===== config.mk =====
export PLATFORM = sky130hd
export DESIGN_NAME = alu_arbiter
export DESIGN_NICKNAME = d
export VERILOG_FILES = /design/src/rtl/alu_arbiter.sv
export SDC_FILE = /design/constraint.sdc
export NUM_CORES = 1
export LEC_CHECK = 0
export CAP_MARGIN = 20
export CORE_AREA = 2 2 163 165
export CTS_CLUSTER_SIZE = 20
export DETAILED_ROUTE_END_ITERATION = 7
export DIE_AREA = 0 0 165 167
export GPL_TIMING_DRIVEN = 0
export PLACE_DENSITY = 0.66
export SYNTH_ARGS = -nofsm -noshare
export SYNTH_HDL_FRONTEND = slang
export SYNTH_SLANG_ARGS = --single-unit

===== constraint.sdc =====
create_clock -name clk -period 3.25 [get_ports clk]
set_clock_uncertainty 0.15 [all_clocks]
set_input_delay 0.325 -clock clk [delete_from_list [all_inputs] [get_ports clk]]
set_output_delay 0.325 -clock clk [all_outputs]
set_load 0.02 [all_outputs]

===== src/rtl/alu_arbiter.sv =====
// alu_arbiter: round-robin arbiter sharing one combinational 32-bit ALU between NREQ
// requesters. An operation is accepted in IDLE, the ALU is driven from registered operands
// in EXEC, and the captured result is returned to the granted requester in RESP.
// Optional feature: define ALU_ARB_ILLEGAL_OP_EN to flag opcodes outside the legal set
// on resp_err; otherwise resp_err is tied low.
module alu_arbiter #(
  parameter int unsigned NREQ  = 4,
  parameter int unsigned IDX_W = 2
) (
  input  logic              clk,
  input  logic              rst_n,
  input  logic [NREQ-1:0]   req_valid,
  output logic [NREQ-1:0]   req_ready,
  input  logic [NREQ*32-1:0] req_a,
  input  logic [NREQ*32-1:0] req_b,
  input  logic [NREQ*4-1:0] req_op,
  output logic [NREQ-1:0]   resp_valid,
  input  logic [NREQ-1:0]   resp_ready,
  output logic [31:0]       resp_data,
  output logic              resp_zero,
  output logic              resp_err,
  output logic [31:0]       alu_a,
  output logic [31:0]       alu_b,
  output logic [3:0]        alu_op,
  input  logic [31:0]       alu_out,
  input  logic              alu_zero
);

  typedef enum logic [1:0] {StIdle, StExec, StResp} state_e;

  state_e            state_q;
  logic [IDX_W-1:0]  rr_ptr_q;
  logic [IDX_W-1:0]  grant_q;
  logic [31:0]       a_q;
  logic [31:0]       b_q;
  logic [3:0]        op_q;
  logic [31:0]       data_q;
  logic              zero_q;
  logic [NREQ-1:0]   resp_valid_q;

  logic              sel_found;
  logic [IDX_W-1:0]  sel_idx;
  logic [31:0]       sel_a;
  logic [31:0]       sel_b;
  logic [3:0]        sel_op;

  // Round-robin pick: first valid at or above rr_ptr, then wrap to those below it.
  always_comb begin
    sel_found = 1'b0;
    sel_idx   = '0;
    for (int j = 0; j < int'(NREQ); j++) begin
      if (!sel_found && req_valid[j] && (j >= int'(rr_ptr_q))) begin
        sel_found = 1'b1;
        sel_idx   = IDX_W'(j);
      end
    end
    for (int j = 0; j < int'(NREQ); j++) begin
      if (!sel_found && req_valid[j] && (j < int'(rr_ptr_q))) begin
        sel_found = 1'b1;
        sel_idx   = IDX_W'(j);
      end
    end
  end

  // Operand mux for the selected requester.
  always_comb begin
    sel_a  = '0;
    sel_b  = '0;
    sel_op = '0;
    for (int j = 0; j < int'(NREQ); j++) begin
      if (sel_idx == IDX_W'(j)) begin
        sel_a  = req_a[j*32 +: 32];
        sel_b  = req_b[j*32 +: 32];
        sel_op = req_op[j*4 +: 4];
      end
    end
  end

  // Accept strobe: only in IDLE, and forced low while reset is asserted.
  always_comb begin
    req_ready = '0;
    if (rst_n && (state_q == StIdle) && sel_found) begin
      for (int j = 0; j < int'(NREQ); j++) begin
        req_ready[j] = (sel_idx == IDX_W'(j));
      end
    end
  end

  // Main FSM: latch request, capture ALU result, hold response until consumed.
  always_ff @(posedge clk or negedge rst_n) begin
    if (!rst_n) begin
      state_q      <= StIdle;
      rr_ptr_q     <= '0;
      grant_q      <= '0;
      a_q          <= '0;
      b_q          <= '0;
      op_q         <= '0;
      data_q       <= '0;
      zero_q       <= 1'b0;
      resp_valid_q <= '0;
    end else begin
      unique case (state_q)
        StIdle: begin
          if (sel_found) begin
            a_q     <= sel_a;
            b_q     <= sel_b;
            op_q    <= sel_op;
            grant_q <= sel_idx;
            state_q <= StExec;
          end
        end
        StExec: begin
          data_q       <= alu_out;
          zero_q       <= alu_zero;
          resp_valid_q <= NREQ'(1) << grant_q;
          state_q      <= StResp;
        end
        StResp: begin
          // Only the granted requester's resp_ready matters.
          if (resp_ready[grant_q]) begin
            resp_valid_q <= '0;
            rr_ptr_q     <= (int'(grant_q) == int'(NREQ) - 1) ? '0 : grant_q + IDX_W'(1);
            state_q      <= StIdle;
          end
        end
        default: state_q <= StIdle;
      endcase
    end
  end

`ifdef ALU_ARB_ILLEGAL_OP_EN
  logic op_legal;
  logic err_q;

  // Legal opcode decode on the latched op.
  always_comb begin
    op_legal = op_q inside {4'b0010, 4'b0110, 4'b0000, 4'b0001, 4'b0111, 4'b1100};
  end

  // Error flag captured alongside the result and held through RESP.
  always_ff @(posedge clk or negedge rst_n) begin
    if (!rst_n) begin
      err_q <= 1'b0;
    end else if (state_q == StExec) begin
      err_q <= !op_legal;
    end
  end

  assign resp_err = err_q;
`else
  assign resp_err = 1'b0;
`endif

  assign alu_a      = a_q;
  assign alu_b      = b_q;
  assign alu_op     = op_q;
  assign resp_data  = data_q;
  assign resp_zero  = zero_q;
  assign resp_valid = resp_valid_q;

endmodule


# --- After elaboration in Yosys (flattened, before gate mapping) ---
# Cells that the tools add are included.
# W data, S select, Z words.
classes:
  add_sub_neg: 1
  n_lt_le_gt_ge: 7
  eq_ne: 8
  shifts: 1
  muxes: 34
  reduce_logical: 27
ops:
  columns: ["op", "count"]
  rows:
  - ["$mux W32", 8]
  - ["$mux W4", 6]
  - ["$mux W2", 8]
  - ["$logic_and A1 B1 Y1", 14]
  - ["$mux W1", 9]
  - ["$pmux W4 S2", 1]
  - ["$reduce_and A2 Y1", 4]
  - ["$eq A2 B1 Y1 const B", 3]
  - ["$eq A2 B2 Y1 const B", 3]
  - ["$logic_not A1 Y1", 6]
  - ["$pmux W2 S3", 1]
  - ["$ge A1 B2 Y1 const A", 2]
  - ["$logic_not A2 Y1", 2]
  - ["$lt A1 B2 Y1 const A", 2]
  - ["$ne A2 B2 Y1 const B", 2]
  - ["$shl A1 B2 Y4 const A", 1]
  - ["$lt A2 B3 Y1 const B", 1]
  - ["$add A2 B1 Y2 const B", 1]
  - ["$bmux W1 S2", 1]
  - ["$ge A2 B2 Y1 const A", 1]
  - ["$lt A2 B2 Y1 const A", 1]
  - ["$reduce_bool A2 Y1", 1]
totals:
  reg_bits: 111
  inputBits: 315
  word_cells: 87

# --- Depth between registers and ports, before layout ---
logic_depth:
  word_depth: 31
  mapped_depth: 9

# --- Worst setup path after synthesis ---
# Ideal clock, no wire load.
synth_path:
  path_type: "in2out"
  start: "input port req_valid[2]"
  end: "output port req_ready[0]"
  arrival_ps: 1983
  required_time_ps: 2775
  setup_slack_ps: 792
  cell_stages: 6
  path_cell_list: "nor2b_1 > a21boi_0 > o31a_1 > buf_2 > buf_2 > nor4_1"
synth_between:
  elab_chain_cells: 20
synth_lines:
  columns: ["item", "line", "source"]
  rows:
  - ["start, declared", "12", "input logic [NREQ-1:0] req_valid,"]
  - ["$logic_and A1 B1 Y1 (2 in series)", "52", "if (!sel_found && req_valid[j] && (j >= int'(rr_ptr_q))) begin"]
  - ["$mux W1", "52", null]
  - ["$logic_not A1 Y1", "52", null]
  - ["$logic_and A1 B1 Y1", "52", null]
  - ["$mux W1", "52", null]
  - ["$logic_not A1 Y1", "58", "if (!sel_found && req_valid[j] && (j < int'(rr_ptr_q))) begin"]
  - ["$logic_and A1 B1 Y1 (2 in series)", "58", null]
  - ["$mux W1", "58", null]
  - ["$logic_not A1 Y1", "58", null]
  - ["$logic_and A1 B1 Y1 (2 in series)", "58", null]
  - ["$mux W1", "58", null]
  - ["$logic_not A1 Y1", "58", null]
  - ["$logic_and A1 B1 Y1 (2 in series)", "58", null]
  - ["$mux W2 / $mux W1 (equally long branches)", "58", null]
  - ["$logic_not A2 Y1 / $logic_and A1 B1 Y1 (equally long branches)", "84, 82", null]
  - ["$mux W4 (*)", "82", "if (rst_n && (state_q == StIdle) && sel_found) begin"]
  - ["end, declared", "13", "output logic [NREQ-1:0] req_ready,"]
# Every way passes the cells marked *; elsewhere a longest branch is shown, timed or not.

# --- Final worst setup path ---
layout_path:
  start: "input port req_valid[1]"
  end: "output port req_ready[3]"
layout_between:
  elab_chain_cells: 24
layout_lines:
  columns: ["item", "line"]
  rows:
  - ["$logic_and A1 B1 Y1 (2 in series)", "52"]
  - ["$mux W1", "52"]
  - ["$logic_not A1 Y1", "52"]
  - ["$logic_and A1 B1 Y1 (2 in series)", "52"]
  - ["$mux W1", "52"]
  - ["$logic_not A1 Y1", "52"]
  - ["$logic_and A1 B1 Y1", "52"]
  - ["$mux W1", "52"]
  - ["[4 not listed]", null]
  - ["$logic_not A1 Y1", "58"]
  - ["$logic_and A1 B1 Y1 (2 in series)", "58"]
  - ["$mux W1", "58"]
  - ["$logic_not A1 Y1", "58"]
  - ["$logic_and A1 B1 Y1 (2 in series)", "58"]
  - ["$mux W2 / $mux W1 (equally long branches)", "58"]
  - ["$eq A2 B2 Y1 / $logic_and A1 B1 Y1 (equally long branches)", "84, 82"]
  - ["$mux W4 (*)", "82"]
# Marked as above.

==> run summary <==
RSZ-0062 raised after global routing -> false
Slowest CP cell -> clkdlybuf4s50_1
Post-Syn Area -> 6910 um2
Ys flop type -> dfrtp_1
Fill cell count -> 2575
I/O Pins -> 425
Critical Path Sink Type -> primary output
Dpl ws -> -893 ps
Final Max Slew Viols -> 0
CP max FO -> 10
Crit path DAT -> 2660 ps
R2r endpoint -> alu_a[14]
Die ar. -> 27600 um2
Initial antenna violation count -> 2
Reg2reg setup slack -> 540 ps
Cell taking the most area after synthesis -> dfrtp_1
Rel. slew slack -> 47.3%
Die height -> 167 um
DR pass1 iterations -> 5
Grt ovf -> 0
Routed Antenna Nets -> 0
Share of post-route cells with drive strength above 1 -> 9.06%
Initial drt markers -> 723
Peak VDD IR -> 421 uV
Final Util -> 46.7%
Design area -> 12000 um2
Synth Register Bits -> 111
Top-count cell post-synth -> nor2_1
R2r worst-path depth -> 7
WL per Instance -> 21.2 um
Area share of the largest cell type after synthesis -> 40.2%
Final net count -> 1583
Main combinational cell family by area after synthesis -> compound AO/OA/AOI/OAI gates
Clk root buf -> clkbuf_16
Pwr/cell area -> 900 nW/um2
Syn-to-layout area delta -> 74.0%
Synth warnings -> 0
Worst-path clk slew -> 90 ps
Synth Area in XOR/XNOR -> 0%
Slew @ Worst Pin -> 790 ps
Port bufs -> 423
WP data required -> 2770 ps
GPL Wtd Cong -> 0.898
Clock buffer depth -> 2
Die W -> 165 um
Pin count of the biggest net entering global routing -> 58
Period utilisation layout -> 96.5%
Synthesized netlist cell count -> 824
First-pass GRT wire length -> 49.0 mm
Avg Cell Area, Syn -> 8.39 um2
Worst-skew pair later-pin latency -> 360 ps
GRT Total Usage -> 23.8%
Synthesized-area fraction occupied by adder cells -> 0.724%
Final setup vio count -> 0
Final hold violation count -> 0
Hold WC Path Type -> input port to asynchronous set/reset pin
Critical-path cell list -> clkdlybuf4s50_1 -> nor4_1 -> or3_1 -> buf_2 -> inv_6 -> nand2_1 -> nor2b_1 -> clkdlybuf4s50_1
Dpl cell area -> 11600 um2
Post-synthesis sequential area ratio -> 40.2%
Starting Density -> 26.8%
Max_cap viols -> 0
DRC Markers -> 0
Floorplan core area -> 25800 um2
DRT Wirelength -> 34.1 mm
Max stage delay on crit path -> 620 ps
TritonCTS buffer count -> 9
Synth Area in Simple Gates -> 22.3%
Synth Area in Compound Gates -> 25.1%
Peak Freq -> 319 MHz
Worst Setup Start Kind -> input port
Crit path kind -> input port to primary output
Syn Nets -> 1143
DR vias/cell -> 5.13
Post-synthesis mux area share -> 5.86%
Leakage -> 0.00490 uW
Clk sink count -> 111
Synth cell types -> 37
Tmin final -> 3140 ps
Status -> completed
Vias in the first global route -> 8113
Largest cells by area after synthesis -> dfrtp_1, a21oi_1, o31a_1, nor2_1, and3_1
EDFF count, synth -> 0
Row cnt -> 59
H-tree depth -> 3
Routed via count -> 8234
CTS tree -> yes
Finished Layout Cells -> 1606
Dpl hpwl -> 25.9 mm
Ys async rst share -> 100%
Synth cell count leaders -> nor2_1, a21oi_1, dfrtp_1
Total placed cells including tap cells -> 1583
Reg2reg start -> rr_ptr_q[0]
Crit-path most repeated cell -> clkdlybuf4s50_1
PnR worst setup slack -> 115 ps
==> what timing repair did <==
item / CTS / global route
gates resized for setup: 11 / 8
pin swaps: 2 / 1
setup buffers: 4 / 2
setup endpoints to repair: 4 / 3
endpoints found under the hold margin: 56 / 0
hold buffers: 1 / 0
==> state kept, by name (all words and copies together), names as in the netlist <==
signal / flops
resp_valid: 4
alu_a: 32
rr_ptr_q: 2
resp_data: 32
resp_zero: 1
state_q: 2
alu_b: 32
alu_op: 4
grant_q: 2
==> worst max-delay path by stage <==
stage                            start  slack, ps           end
after CTS                 req_valid[3]        -50  req_ready[2]
after floorplan           req_valid[2]        790  req_ready[0]
after global placement           rst_n      -3950  req_ready[0]
after detailed placement  req_valid[0]       -890  req_ready[3]
final                     req_valid[1]        110  req_ready[3]
after global routing             rst_n         20  req_ready[3]
==> power by group <==
part	internal (uW)	switching, uW	leakage (uW)	total, uW
clock network	634	630	0.000161	1260
registers	2110	414	0.00128	2520
logic	3150	3890	0.00345	7040
total	5900	4930	0.00490	10800
==> routing by layer <==
layer / share of wire (%) / GRT usage [%] / up-vias
li1: - / - / 3837
met1: 41 / 29.7 / 3948
met2: 48 / 39.2 / 387
met3: 7.6 / 5.73 / 62
met4: 3.0 / 9.45 / 0
met5: 0 / 0 / -
==> cell type report <==
cell class / instances / area [um2] / area share (%)
buffer: 84 / 390 / 3.24
tap: 335 / 419 / 3.48
multi-input combinational: 623 / 3760 / 31.3
sequential: 111 / 2780 / 23.1
clock buffer: 9 / 225 / 1.87
inverter: 4 / 20.0 / 0.166
timing repair buffer: 431 / 4320 / 35.9
clock inverter: 7 / 108 / 0.894
antenna: 2 / 5.00 / 0.0416
==> critical path, delay by kind of cell <==
family                 cells  cell delay (ps)
buffers and inverters      4             1680
AND/OR/NAND/NOR            4              630
==> cells in the final DEF, fill, tap and decap left out, drive strengths merged, types with 3 or more instances in the layout <==
master         netlist  routed
a22o                 4       4
ha                   4       4
mux2                34      34
buf                 32      40
inv                  4       7
nand3               68      68
o31a                69      69
nand2                5       5
o21ai               71      71
dfrtp              111     111
clkinv               0       3
clkdlybuf4s50        0     419
nor2b                6       6
and3                68      68
nor4                 3       3
clkbuf              54      61
a21oi              136     136
nor2               139     139
==> metrics by stage <==
stage                     TNS (ps)  hold slack [ps]  total power [uW]
after floorplan                  0             -121              6440
after global placement     -379370              334              9440
after detailed placement    -16350              182              9530
after CTS                    -54.8              348             10900
after global routing             0              343             11500
final                            0              320             10800
==> kinds of logic after synthesis <==
group / after synthesis
other cells: 1
fa+ha+maj: 4
flops: 111
buf+inv: 90
simple gates: 296
mux: 35
compound gates: 287
Note: power is estimated with default switching activity, not from simulation.
